### src/rtl/demux_stream_n.sv
// rtl/demux_stream_n.sv - registered 1-to-NCH stream demultiplexer with broadcast and drop counting
module demux_stream_n #(
    parameter int WIDTH = 8,
    parameter int NCH   = 4,
    parameter int SEL_W = 2,
    parameter int CNT_W = 8
) (
    input  logic                 clk,
    input  logic                 rst,
    input  logic [WIDTH-1:0]     in_data,
    input  logic [SEL_W-1:0]     in_sel,
    input  logic                 in_bcast,
    input  logic                 in_valid,
    output logic                 in_ready,
    output logic [NCH*WIDTH-1:0] out_data,
    output logic [NCH-1:0]       out_valid,
    input  logic [NCH-1:0]       out_ready,
    output logic [CNT_W-1:0]     drop_cnt
);

    // Per-channel holding registers; data is kept at zero whenever the channel is empty.
    logic [WIDTH-1:0] r_data [NCH];
    logic [NCH-1:0]   r_valid;
    logic [CNT_W-1:0] r_drop_cnt;

    logic [NCH-1:0]   w_free;
    logic [NCH-1:0]   w_sel_hot;
    logic [NCH-1:0]   w_load;
    logic             w_sel_hit;
    logic             w_sel_free;
    logic             w_all_free;
    logic             w_accept;
    logic             w_drop;

    // One-hot decode of the select; an out-of-range select leaves every bit clear.
    always_comb begin
        w_sel_hot = '0;
        for (int k = 0; k < NCH; k++) begin
            w_sel_hot[k] = ({1'b0, in_sel} == (SEL_W+1)'(k));
        end
    end

    // A channel can take a word when it is empty or is being drained this cycle.
    always_comb begin
        w_free     = ~r_valid | out_ready;
        w_all_free = &w_free;
        w_sel_hit  = |w_sel_hot;
        w_sel_free = |(w_sel_hot & w_free);
    end

    // Acceptance: broadcast needs every channel, unicast only its target, a bad select always goes.
    always_comb begin
        in_ready = 1'b1;
        if (in_bcast) begin
            in_ready = w_all_free;
        end else if (w_sel_hit) begin
            in_ready = w_sel_free;
        end
    end

    // Work out which channels load and whether the accepted word is discarded.
    always_comb begin
        w_accept = in_valid & in_ready;
        w_load   = '0;
        if (w_accept) begin
            w_load = in_bcast ? {NCH{1'b1}} : w_sel_hot;
        end
        w_drop   = w_accept & ~in_bcast & ~w_sel_hit;
    end

    // Channel registers: a load beats a pop so a full channel streams one word per cycle.
    always_ff @(posedge clk or posedge rst) begin
        if (rst) begin
            r_valid <= '0;
            for (int k = 0; k < NCH; k++) begin
                r_data[k] <= '0;
            end
        end else begin
            for (int k = 0; k < NCH; k++) begin
                if (w_load[k]) begin
                    r_valid[k] <= 1'b1;
                    r_data[k]  <= in_data;
                end else if (r_valid[k] && out_ready[k]) begin
                    r_valid[k] <= 1'b0;
                    r_data[k]  <= '0;
                end
            end
        end
    end

    // Saturating count of words thrown away for an out-of-range select.
    always_ff @(posedge clk or posedge rst) begin
        if (rst) begin
            r_drop_cnt <= '0;
        end else if (w_drop && (r_drop_cnt != {CNT_W{1'b1}})) begin
            r_drop_cnt <= r_drop_cnt + 1'b1;
        end
    end

    genvar g;
    generate
        for (g = 0; g < NCH; g++) begin : g_pack
            assign out_data[g*WIDTH +: WIDTH] = r_data[g];
        end
    endgenerate

    assign out_valid = r_valid;
    assign drop_cnt  = r_drop_cnt;

endmodule

### config.mk
export PLATFORM = sky130hd
export DESIGN_NAME = demux_stream_n
export DESIGN_NICKNAME = d
export VERILOG_FILES = /design/src/rtl/demux_stream_n.sv
export SDC_FILE = /design/constraint.sdc
export NUM_CORES = 1
export LEC_CHECK = 0
export ABC_AREA = 1
export CORE_UTILIZATION = 30
export CTS_BUF_LIST = sky130_fd_sc_hd__clkbuf_4 sky130_fd_sc_hd__clkbuf_8
export CTS_CLUSTER_SIZE = 25
export DETAILED_ROUTE_END_ITERATION = 7
export SLEW_MARGIN = 20
export SYNTH_ARGS = -nofsm -noshare
export SYNTH_HDL_FRONTEND = slang
export SYNTH_SLANG_ARGS = --single-unit
### constraint.sdc
create_clock -name clk -period 2.4 [get_ports clk]
set_input_delay 0.72 -clock clk [delete_from_list [all_inputs] [get_ports clk]]
set_output_delay 0.72 -clock clk [all_outputs]
set_load 0.03 [all_outputs]
==> Word-level counts from Yosys, hierarchy flattened <==
Cells that the tools add are included.
{ "word_totals": {"elab_cells": 55, "output_inout_bits": 45, "regBits": 44, "inputBits": 18} }
{ "classes": {"n_eq_ne": 4, "n_addsub": 1, "mux": 20, "n_bitwise": 8, "reduce_logical": 13} }
{ "ops": {"columns": ["operator", "n"], "rows": [
  ["two-way mux 8 bit", 8],
  ["two-way mux 1 bit", 10],
  ["adder 8 x 1 -> 8 bit, second input constant", 1],
  ["two-way mux 4 bit", 2],
  ["inequality test 8 bit, second input constant", 1],
  ["nonzero test 2 bit", 4],
  ["OR reduction 4 bit", 2],
  ["logical AND 1 bit", 5],
  ["bitwise AND 4 bit", 1],
  ["== test 2 bit, second input constant", 2],
  ["NOT 4 bit", 1],
  ["bitwise OR 4 bit", 1],
  ["AND reduction 4 bit", 1],
  ["bitwise AND 1 bit", 3],
  ["== test 2 x 1 -> 1 bit, second input constant", 1],
  ["zero test 2 bit", 1],
  ["NOT 1 bit", 2]
]} }

==> Logic depth before layout (Yosys ltp) <==
{ "depth": {"ltp_word": 10, "depth_mapped": 9} }

==> Worst setup path after synthesis <==
No wires, ideal clock.
{ "synth_timing": {"kind": "input-to-output", "startpoint": "input port in_sel[0]", "endpoint": "output port in_ready", "setup_slack_ps": 267, "path_stages": 7, "arrival_time_ps": 1413, "n_path_buf": 2, "path_cell_list": "buf_6 -> nor2_2 -> nand2_1 -> nand3_2 -> nand2_4 -> nand2_8 -> buf_12"} }
{ "synth_between": {"elab_chain_cells": 5, "elab_cells_between_ends": 9} }
{ "synth_rtl": {"columns": ["item", "line", "rtl"], "rows": [
  ["from (decl)", "11", "input logic [SEL_W-1:0] in_sel,"],
  ["== test 2 x 1 -> 1 bit (tied with other cells)", "39", "w_sel_hot[k] = ({1'b0, in_sel} == (SEL_W+1)'(k));"],
  ["bitwise AND 4 bit", "48", "w_sel_free = |(w_sel_hot & w_free);"],
  ["OR reduction 4 bit", "48", null],
  ["two-way mux 1 bit *", "56", "end else if (w_sel_hit) begin"],
  ["two-way mux 1 bit *", "54", "if (in_bcast) begin"],
  ["to (decl)", "14", "output logic in_ready,"]
]} }
Mark *: on every way between the ends. The rest lies on a longest branch, timed or not.

==> Worst setup path in the final report <==
{ "layout_timing": {"startpoint": "input port out_ready[1]", "endpoint": "output port in_ready"} }
{ "layout_between": {"elab_chain_cells": 5, "elab_cells_between_ends": 6} }
{ "layout_rtl": {"columns": ["item", "line", "rtl"], "rows": [
  ["from (decl)", "17", "input logic [NCH-1:0] out_ready,"],
  ["bitwise OR 4 bit *", "45", "w_free = ~r_valid | out_ready;"],
  ["bitwise AND 4 bit", "48", null],
  ["OR reduction 4 bit", "48", null],
  ["two-way mux 1 bit", "56", null],
  ["two-way mux 1 bit *", "54", null]
]} }
Marks and branches as above.

==> flow_metrics.py <==
metrics = {
    "clock_network": {
        "cts.path.max_buffers": 2,
        "clkTransAtPathRegs_ps": 70,
        "post_cts_buffers": 0,
        "numCtsBuffers": 5,
        "cts_root_buffer": "clkbuf_8",
        "cts_tree": "done",
        "numClockSinks": 44,
        "htreeDepth": 2,
        "clk_latency_ps": 300,
    },
    "floorplan": {
        "die_w_microns": 83.82,
        "die-area_sq_mm": 0.007025,
        "coreArea_sq_mm": 0.006422,
        "rows": 29,
        "ios": 63,
        "die_h_microns": 83.82,
        "start_util_pct": 31.27,
    },
    "sta": {
        "finalSetupViolations": 0,
        "final_max_slew_viol_count": 0,
        "setup_slack_ps": 55.74,
        "max_freq_mhz": 426.6,
        "tightest_slew_ps": 395.9,
        "fin_crit_ps": 2344,
        "setup-tns-final_ps": 0,
        "holdWs_ps": 376.8,
        "period_share_pct": 97.68,
        "relSlewSlack_pct": 73.61,
        "hold_viol": 0,
        "final.setup_skew_ps": 6.375,
    },
    "drt": {
        "avgViaCountPerCell": 4.844,
        "postRouteAntennaNets": 0,
        "num_vias": 1647,
        "drtIter0Drc": 100,
        "wl_per_cell_microns": 14.35,
        "route.detailed.drc": 11,
        "firstDrtPassIters": 6,
        "totalWireLength_microns": 4879,
    },
    "min_path": {
        "hold_depth": 0,
        "hp-start": "drop_cnt[6]",
        "holdCritPathClass": "flip-flop to flip-flop",
    },
    "place": {
        "post-place-ws_ps": -194.5,
        "dp.cells": 333,
        "hpwl_microns": 3459,
        "numPortBuffers": 62,
        "gp_congestion": 0.7554,
    },
    "critical_path": {
        "required_ps": 1680,
        "worst_path_max_delay_cell": "clkdlybuf4s50_1",
        "r2r-start": "out_valid[0]",
        "endpoint_kind": "output pin",
        "cp_max_fo": 2,
        "cpPeakStageDelay_ps": 470,
        "worstRegToRegCells": 9,
        "startpoint": "out_ready[1]",
        "worstSetupStartpointType": "input pin",
        "crit_type": "input pin to output pin",
        "cp.arrival_ps": 1620,
        "crit_chain": "clkdlybuf4s50_1 -> inv_1 -> nand2_2 -> nand2_4 -> nand2_8 -> buf_6",
    },
    "logic_synthesis": {
        "synth_top_cell_area_share_pct": 54.83,
        "syn-num-nets": 215,
        "yosys.area.top_type": "dfrtp_1",
        "yosysWarnings": 0,
        "synth_cell_type_count": 18,
        "syn-instance-count": 197,
        "syn_area_sq_mm": 0.002008,
        "seq_area_frac_synth_pct": 54.83,
        "syn_avg_cell_area_sq_um": 10.19,
        "synth_area_leaders": "dfrtp_1 (55%), nand4_1 (10%), nand2_1 (8.2%)",
        "ys_ff_latch": 44,
    },
    "power_and_ir_drop": {
        "p_leak_nw": 1.350,
        "max-vdd-ir-drop_v": 0.0003125,
        "power.density_mw_per_mm2": 801.3,
    },
    "global_route": {
        "antenna_found_initial": 0,
        "gr-total-overflow": 0,
        "grtUsageTotal_pct": 15.22,
        "grt_max_degree": 45,
        "grt_pass1_vias": 1645,
        "grt_pass1_wl_microns": 8342,
    },
    "status": {
        "status": "finished, violations left",
        "violations": "DRC",
    },
    "layout": {
        "nFillCells": 637,
        "finalNonFillerCells": 340,
        "antenna_cells": 0,
        "layout_commonest_cell": "clkdlybuf4s50_1",
        "layout_common_cells": "clkdlybuf4s50_1 (55), dfrtp_1 (44), nand2_1 (42)",
        "drive_gt1_share_pct": 17.87,
        "finalNetCount": 281,
        "area_delta_synth_final_pct": 40.44,
        "utilization_pct": 43.91,
    },
    "job": {
        "cap_violations": 0,
    },
}
-- critical path, delay by kind of cell --
family / cells / cell delay, ps
buf+inv: 3 / 640
simple gates: 3 / 250
-- path summary, 6_finish.rpt --
check,endpoint,slack [ps]
max reg2reg,out_data[0],610
max,in_ready,60
min,drop_cnt[6],380
min in group asynchronous,out_data[11],770
min reg2reg,drop_cnt[6],380
max in group asynchronous,out_data[21],1430
-- report_power, final --
part,total (mW),internal [mW],switching [mW]
clock,0.448,0.209,0.238
sequential,0.944,0.866,0.0775
combinational,0.869,0.346,0.522
-- layout make-up --
cell class	instances	area, sq um	share of cell area, %
multi-input cells	128	752.0	26.66
well taps	77	96.34	3.416
clock inverters	1	5.005	0.1775
clock buffers	6	76.32	2.706
inverters	8	32.53	1.154
flip-flops and latches	44	1101	39.04
repair buffers	76	757.0	26.84
-- stage by stage --
step / area (sq um) / total power, mW
after floorplan: 2008 / 1.478
after global routing: 2820 / 2.406
after CTS: 2815 / 2.287
final: 2820 / 2.260
after detailed placement: 2733 / 1.830
after global placement: 2733 / 1.823
-- flip-flops by register name (all words and copies together) (netlist names) --
| name | count |
|---|---|
| drop_cnt | 8 |
| out_valid | 4 |
| out_data | 32 |
-- cells in the mapped netlist --
library cell,instances
nand2_1,44
nand2_4,2
nand2_2,3
buf_6,2
buf_2,4
buf_12,3
nand3_2,3
nand3_4,4
nand3_1,33
clkbuf_1,8
nor2_2,1
dfrtp_1,44
inv_1,5
inv_2,2
nand4_1,32
inv_4,1
o21ai_2,5
nand2_8,1
-- cell families (layout without fill, tap and decap cells) --
logic type,after synthesis,after routing,share of synthesized area (%)
and+or+nand+nor,123,123,34.77
buffers and inverters,25,91,8.225
DFF,44,44,54.83
AOI/OAI and AO/OA,5,5,2.181
-- timing repair --
item / 4_1_cts / 5_1_grt
hold buffers: 0 / 0
cloned: 0 / 0
pin swaps: 2 / 0
gates resized for setup: 10 / 1
endpoints found under the setup margin: 1 / 1
-- metal layers --
metal	wire length, microns	vias up	track usage, %
met5	0	-	0
met3	304	4	3.956
met2	2126	56	22.58
met4	37	0	4.232
met1	2410	770	21.88
li1	-	817	-
(Power assumes the default switching activity.)
